--- src/rtl/midi_uart_rx_pkg.sv ---
// Shared MIDI definitions: line rate, default clock and the receiver state
// encoding (also exported to the parser's debug port).
package midi_uart_rx_pkg;

  localparam int MIDI_BAUD       = 31250;
  localparam int DEF_CLK_FREQ_HZ = 25000000;
  localparam int CNT_W           = 13;

  typedef enum logic [2:0] {
    IDLE      = 3'd0,
    START     = 3'd1,
    DATA      = 3'd2,
    STOP      = 3'd3,
    WAIT_IDLE = 3'd4
  } midi_rx_state_e;

endpackage

--- src/rtl/midi_uart_rx_sync_ff.sv ---
// Multi-flop synchroniser for asynchronous single-bit inputs; resets to 1 so
// an idle-high line does not look like an edge when reset is released.
module sync_ff #(
  parameter int STAGES = 2
) (
  input  logic clk,
  input  logic rst_n,
  input  logic d_i,
  output logic q_o
);

  logic [STAGES-1:0] ff_q;

  always_ff @(posedge clk or negedge rst_n) begin
    if (!rst_n) ff_q <= '1;
    else        ff_q <= {ff_q[STAGES-2:0], d_i};
  end

  assign q_o = ff_q[STAGES-1];

endmodule

--- src/rtl/midi_uart_rx.sv ---
// MIDI 8N1 serial receiver: mid-bit sampling from a start-edge-aligned
// counter, one-cycle byte/framing strobes, break recovery via WAIT_IDLE.
module midi_uart_rx
  import midi_uart_rx_pkg::*;
#(
  parameter int CLK_FREQ_HZ = DEF_CLK_FREQ_HZ,
  parameter int BAUD        = MIDI_BAUD,
  parameter int SYNC_STAGES = 2
) (
  input  logic       clk,
  input  logic       rst_n,
  input  logic       midi_rx,
  output logic       byte_valid,
  output logic [7:0] byte_data,
  output logic       framing_error,
  output logic       rx_busy
);

  localparam int CPB  = CLK_FREQ_HZ / BAUD;
  localparam int HALF = CPB / 2;
  localparam logic [CNT_W-1:0] CPB_M1  = CNT_W'(CPB - 1);
  localparam logic [CNT_W-1:0] HALF_M1 = CNT_W'(HALF - 1);

  logic rx_s, rx_q;

  sync_ff #(.STAGES(SYNC_STAGES)) u_sync (
    .clk   (clk),
    .rst_n (rst_n),
    .d_i   (midi_rx),
    .q_o   (rx_s)
  );

  midi_rx_state_e   state_q, state_d;
  logic [CNT_W-1:0] cnt_q, cnt_d;
  logic [2:0]       idx_q, idx_d;
  logic [7:0]       shift_q, shift_d;
  logic [7:0]       data_q, data_d;
  logic             valid_q, valid_d;
  logic             ferr_q, ferr_d;

  always_ff @(posedge clk or negedge rst_n) begin
    if (!rst_n) begin
      rx_q    <= 1'b1;
      state_q <= IDLE;
      cnt_q   <= '0;
      idx_q   <= '0;
      shift_q <= '0;
      data_q  <= '0;
      valid_q <= 1'b0;
      ferr_q  <= 1'b0;
    end else begin
      rx_q    <= rx_s;
      state_q <= state_d;
      cnt_q   <= cnt_d;
      idx_q   <= idx_d;
      shift_q <= shift_d;
      data_q  <= data_d;
      valid_q <= valid_d;
      ferr_q  <= ferr_d;
    end
  end

  always_comb begin
    state_d = state_q;
    cnt_d   = cnt_q + CNT_W'(1);
    idx_d   = idx_q;
    shift_d = shift_q;
    data_d  = data_q;
    valid_d = 1'b0;
    ferr_d  = 1'b0;
    unique case (state_q)
      IDLE: begin
        cnt_d = '0;
        if (rx_q && !rx_s) state_d = START;
      end
      START: begin
        if (cnt_q == HALF_M1) begin
          cnt_d = '0;
          idx_d = '0;
          state_d = rx_s ? IDLE : DATA;
        end
      end
      DATA: begin
        if (cnt_q == CPB_M1) begin
          cnt_d   = '0;
          shift_d = {rx_s, shift_q[7:1]};  // LSB arrives first, ends in bit 0
          idx_d   = idx_q + 3'd1;
          if (idx_q == 3'd7) state_d = STOP;
        end
      end
      STOP: begin
        if (cnt_q == CPB_M1) begin
          cnt_d = '0;
          if (rx_s) begin
            data_d  = shift_q;
            valid_d = 1'b1;
            state_d = IDLE;
          end else begin
            ferr_d  = 1'b1;
            state_d = WAIT_IDLE;
          end
        end
      end
      WAIT_IDLE: begin
        // Require a sustained high so a held-low (break) line yields one error.
        if (!rx_s) cnt_d = '0;
        else if (cnt_q == HALF_M1) begin
          cnt_d   = '0;
          state_d = IDLE;
        end
      end
      default: begin
        cnt_d   = '0;
        state_d = IDLE;
      end
    endcase
  end

  assign byte_valid    = valid_q;
  assign byte_data     = data_q;
  assign framing_error = ferr_q;
  assign rx_busy       = (state_q == START) || (state_q == DATA) || (state_q == STOP);

endmodule

--- config.mk ---
export PLATFORM = sky130hd
export DESIGN_NAME = midi_uart_rx
export DESIGN_NICKNAME = d
export VERILOG_FILES = /design/src/rtl/midi_uart_rx_pkg.sv /design/src/rtl/midi_uart_rx_sync_ff.sv /design/src/rtl/midi_uart_rx.sv
export SDC_FILE = /design/constraint.sdc
export NUM_CORES = 1
export LEC_CHECK = 0
export ABC_AREA = 1
export CAP_MARGIN = 20
export CORE_AREA = 8 8 81 83
export DETAILED_ROUTE_END_ITERATION = 8
export DIE_AREA = 0 0 89 91
export SYNTH_ARGS = -nofsm -noshare
export SYNTH_HDL_FRONTEND = slang
export SYNTH_HIERARCHICAL = 1
export SYNTH_SLANG_ARGS = --single-unit
--- constraint.sdc ---
create_clock -name clk -period 3.97 [get_ports clk]
set_input_delay 0.9925 -clock clk [delete_from_list [all_inputs] [get_ports clk]]
set_output_delay 0.9925 -clock clk [all_outputs]
set_load 0.05 [all_outputs]
==> flow_metrics.tcl <==
set metrics [dict create \
    critPathMaxStageDelay_ps 810 \
    hold_violations 0 \
    clk_latency_ps 290 \
    crit_path_start "state_q[1]$_DFFE_PN0P_" \
    reg2regPathDepth 8 \
    cp_slowest_cell "clkdlybuf4s50_1" \
    syn_nets 236 \
    cts_hold_buf 0 \
    maxCapViolations 0 \
    firstDrtPassIters 4 \
    status "finished clean" \
    dieArea_mm2 0.00810 \
    rsz0062_at_grt "false" \
    slew_headroom_pct 41.6 \
    grt_max_degree 41 \
    ys_seq_area_share_pct 49.1 \
    drtAntennaViolNets 0 \
    drt-initial-drc-count 103 \
    synth_cell_type_count 28 \
    crit_end "rx_busy" \
    clock.fmax_mhz 365 \
    antenna_found_initial 0 \
    pin_count 14 \
    setup_viol 0 \
    synth_area_mm2 0.00205 \
    route.detailed.drc 0 \
    core_area_mm2 0.00534 \
    crit_required_ps 2980 \
    dp_hpwl_mm 2.69 \
    holdCritPathClass "register to register" \
    clock_path_buffers 2 \
    synth_seq_cells 40 \
    fp.dieH_um 91 \
    slew_viol_final 0 \
    max-vdd-ir-drop_uv 350 \
    num_antenna_cells 0 \
    wire_per_inst_um 11.6 \
    track_usage_pct 10.6 \
    area_growth_pct 14.4 \
    num_vias 1495 \
    grt_pass1_vias 1494 \
    startpoint_type "register" \
    p_leak_nw 1.18 \
    critPathTopFamily "buffers and inverters" \
    fin_nets 253 \
    placed_cells 312 \
    max_slew.worst_pin.slew_ps 876 \
    finalCriticalPeriod_ps 2740 \
    seq_area_mm2 0.00100 \
    path_buf_inv 1 \
    synth_warnings 6 \
    clk_pin_slew_ps 70 \
    fin_skew_ps 6.59 \
    period_share_pct 68.9 \
    r2r_end "state_q[2]$_DFFE_PN0P_" \
    worstSetupPathType "register to primary output" \
    h-tree-depth 2 \
    vias_per_cell 4.67 \
    numClockSinks 40 \
    grt_pass1_wl_mm 6.78 \
    netlist_instances 230 \
    cts_resized 0 \
    start_util_pct 38.3 \
    tns_ps 0 \
    syn_avg_cell_area_um2 8.90 \
    r2r-start "cnt_q[0]$_DFF_PN0_" \
    finalWirelength_mm 3.72 \
    routabilityCongestion 0.852 \
    critPathMaxFanout 7 \
    final_common_cell "nand2_1" \
    rows 27 \
    root_buffer "clkbuf_8" \
    post-cts-setup-buffers 0 \
    instances_no_fill 320 \
    r2r_slack_ps 2340 \
    cts_tree "done" \
    drive_gt1_share_pct 21.0 \
    endpoint_kind "primary output" \
    crit_arrival_ps 1740 \
    crit_chain "nor2_2 -> nor2_1 -> clkdlybuf4s50_1" \
    io_buffers 13 \
    final_cell_mix "72 x nand2_1, 37 x dfrtp_1, 22 x nand3_1" \
    pwr_density_cell_mw_per_mm2 480 \
    hp-start "u_sync/ff_q[0]$_DFF_PN1_" \
    overflow 0 \
    crit_cells 3 \
    cts_buffers 5 \
    die_w_um 89 \
    multi_input_area_um2 915 \
    num-fill-cells 570 \
]
worst register-to-register path, cell delays in order, from the launching register on:
cell and delay [ps]:
dfrtp_1 390, ha_1 250, nand2_2 90, nor2_4 200
nand3_2 110, nand2_4 230, nand3_2 130, nand2_1 80
nand2_1 50
metal layers:
metal	GRT usage [%]	vias to the layer above	wire [um]
met5	0	-	0
met4	5.55	0	70
met3	3.06	5	161
met2	16.1	19	1750
met1	13.2	699	1750
li1	-	772	-
area by class of cell:
class | count | share of cell area, %
Sequential cell | 40 | 42.9
Multi-Input combinational cell | 165 | 39.1
Timing Repair Buffer | 13 | 5.34
Tap cell | 72 | 3.85
Inverter | 22 | 3.63
Clock buffer | 6 | 3.53
Clock inverter | 2 | 1.66
through the flow:
step	util, %	setup slack, ps	total power, mW	hold slack, ps	area, um2
3_3_place_gp	41.6	1560	0.784	346	2220
4_1_cts	43.9	1190	1.15	361	2340
6_report	43.9	1230	1.12	359	2340
5_1_grt	43.9	1130	1.19	363	2340
3_5_place_dp	41.6	1550	0.789	349	2220
2_1_floorplan	-	1840	0.747	345	2050
flip-flops by register name, indices dropped and copies added, names as in the netlist:
name,flops
cnt_q,13
byte_valid,1
rx_q,1
state_q,3
byte_data,8
idx_q,3
framing_error,1
shift_q,8
u_sync/ff_q,2
cells in the mapped netlist:
master     n  area (um2)
nand2_2    8        50.1
a21boi_0   1        7.51
a21oi_2   11        96.3
clkinv_2   2        10.0
nand3b_4   1        20.0
ha_1       3        37.5
nor2_1    13        48.8
inv_2      3        11.3
buf_12     1        20.0
nor3_4     1        16.3
nand3_2    4        40.0
nor2_4     2        22.5
dfrtp_1   37         926
o211ai_4   1        21.3
nand2_4    2        22.5
buf_6      2        22.5
or2_2      1        6.26
nor2_2     4        25.0
o21ai_0    6        30.0
a21oi_1    1        5.00
nor3_1     2        10.0
dfstp_2    3        78.8
nand3_1   22         110
xor2_1     4        35.0
nand4_1    5        31.3
xnor2_1    1        8.76
inv_1     17        63.8
nand2_1   72         270
how the worst min path moves through the flow:
| stage | end | slack, ps | cells after the start |
|---|---|---|---|
| global route | u_sync/ff_q[1]$_DFF_PN1_ | 360 | 0 |
| global placement | u_sync/ff_q[1]$_DFF_PN1_ | 350 | 0 |
| floorplan | u_sync/ff_q[1]$_DFF_PN1_ | 350 | 0 |
| CTS | u_sync/ff_q[1]$_DFF_PN1_ | 360 | 0 |
| finish | u_sync/ff_q[1]$_DFF_PN1_ | 360 | 0 |
| detailed placement | u_sync/ff_q[1]$_DFF_PN1_ | 350 | 0 |
kinds of logic after synthesis:
| family | after synthesis | share of synthesized area, % |
|---|---|---|
| AND/OR/NAND/NOR | 137 | 32.9 |
| buffers and inverters | 25 | 6.23 |
| flip-flops | 40 | 49.1 |
| AO/OA/AOI/OAI | 20 | 7.82 |
| XOR/XNOR | 5 | 2.14 |
| adder cells (fa/ha/maj) | 3 | 1.83 |
power breakdown:
group	internal, mW	total [mW]	switching (mW)	leakage (nW)
combinational	0.0926	0.312	0.219	0.572
clock	0.205	0.348	0.142	0.0614
sequential	0.434	0.464	0.0298	0.544
total	0.732	1.12	0.391	1.18
No activity file was read; power rests on OpenSTA's default activity.
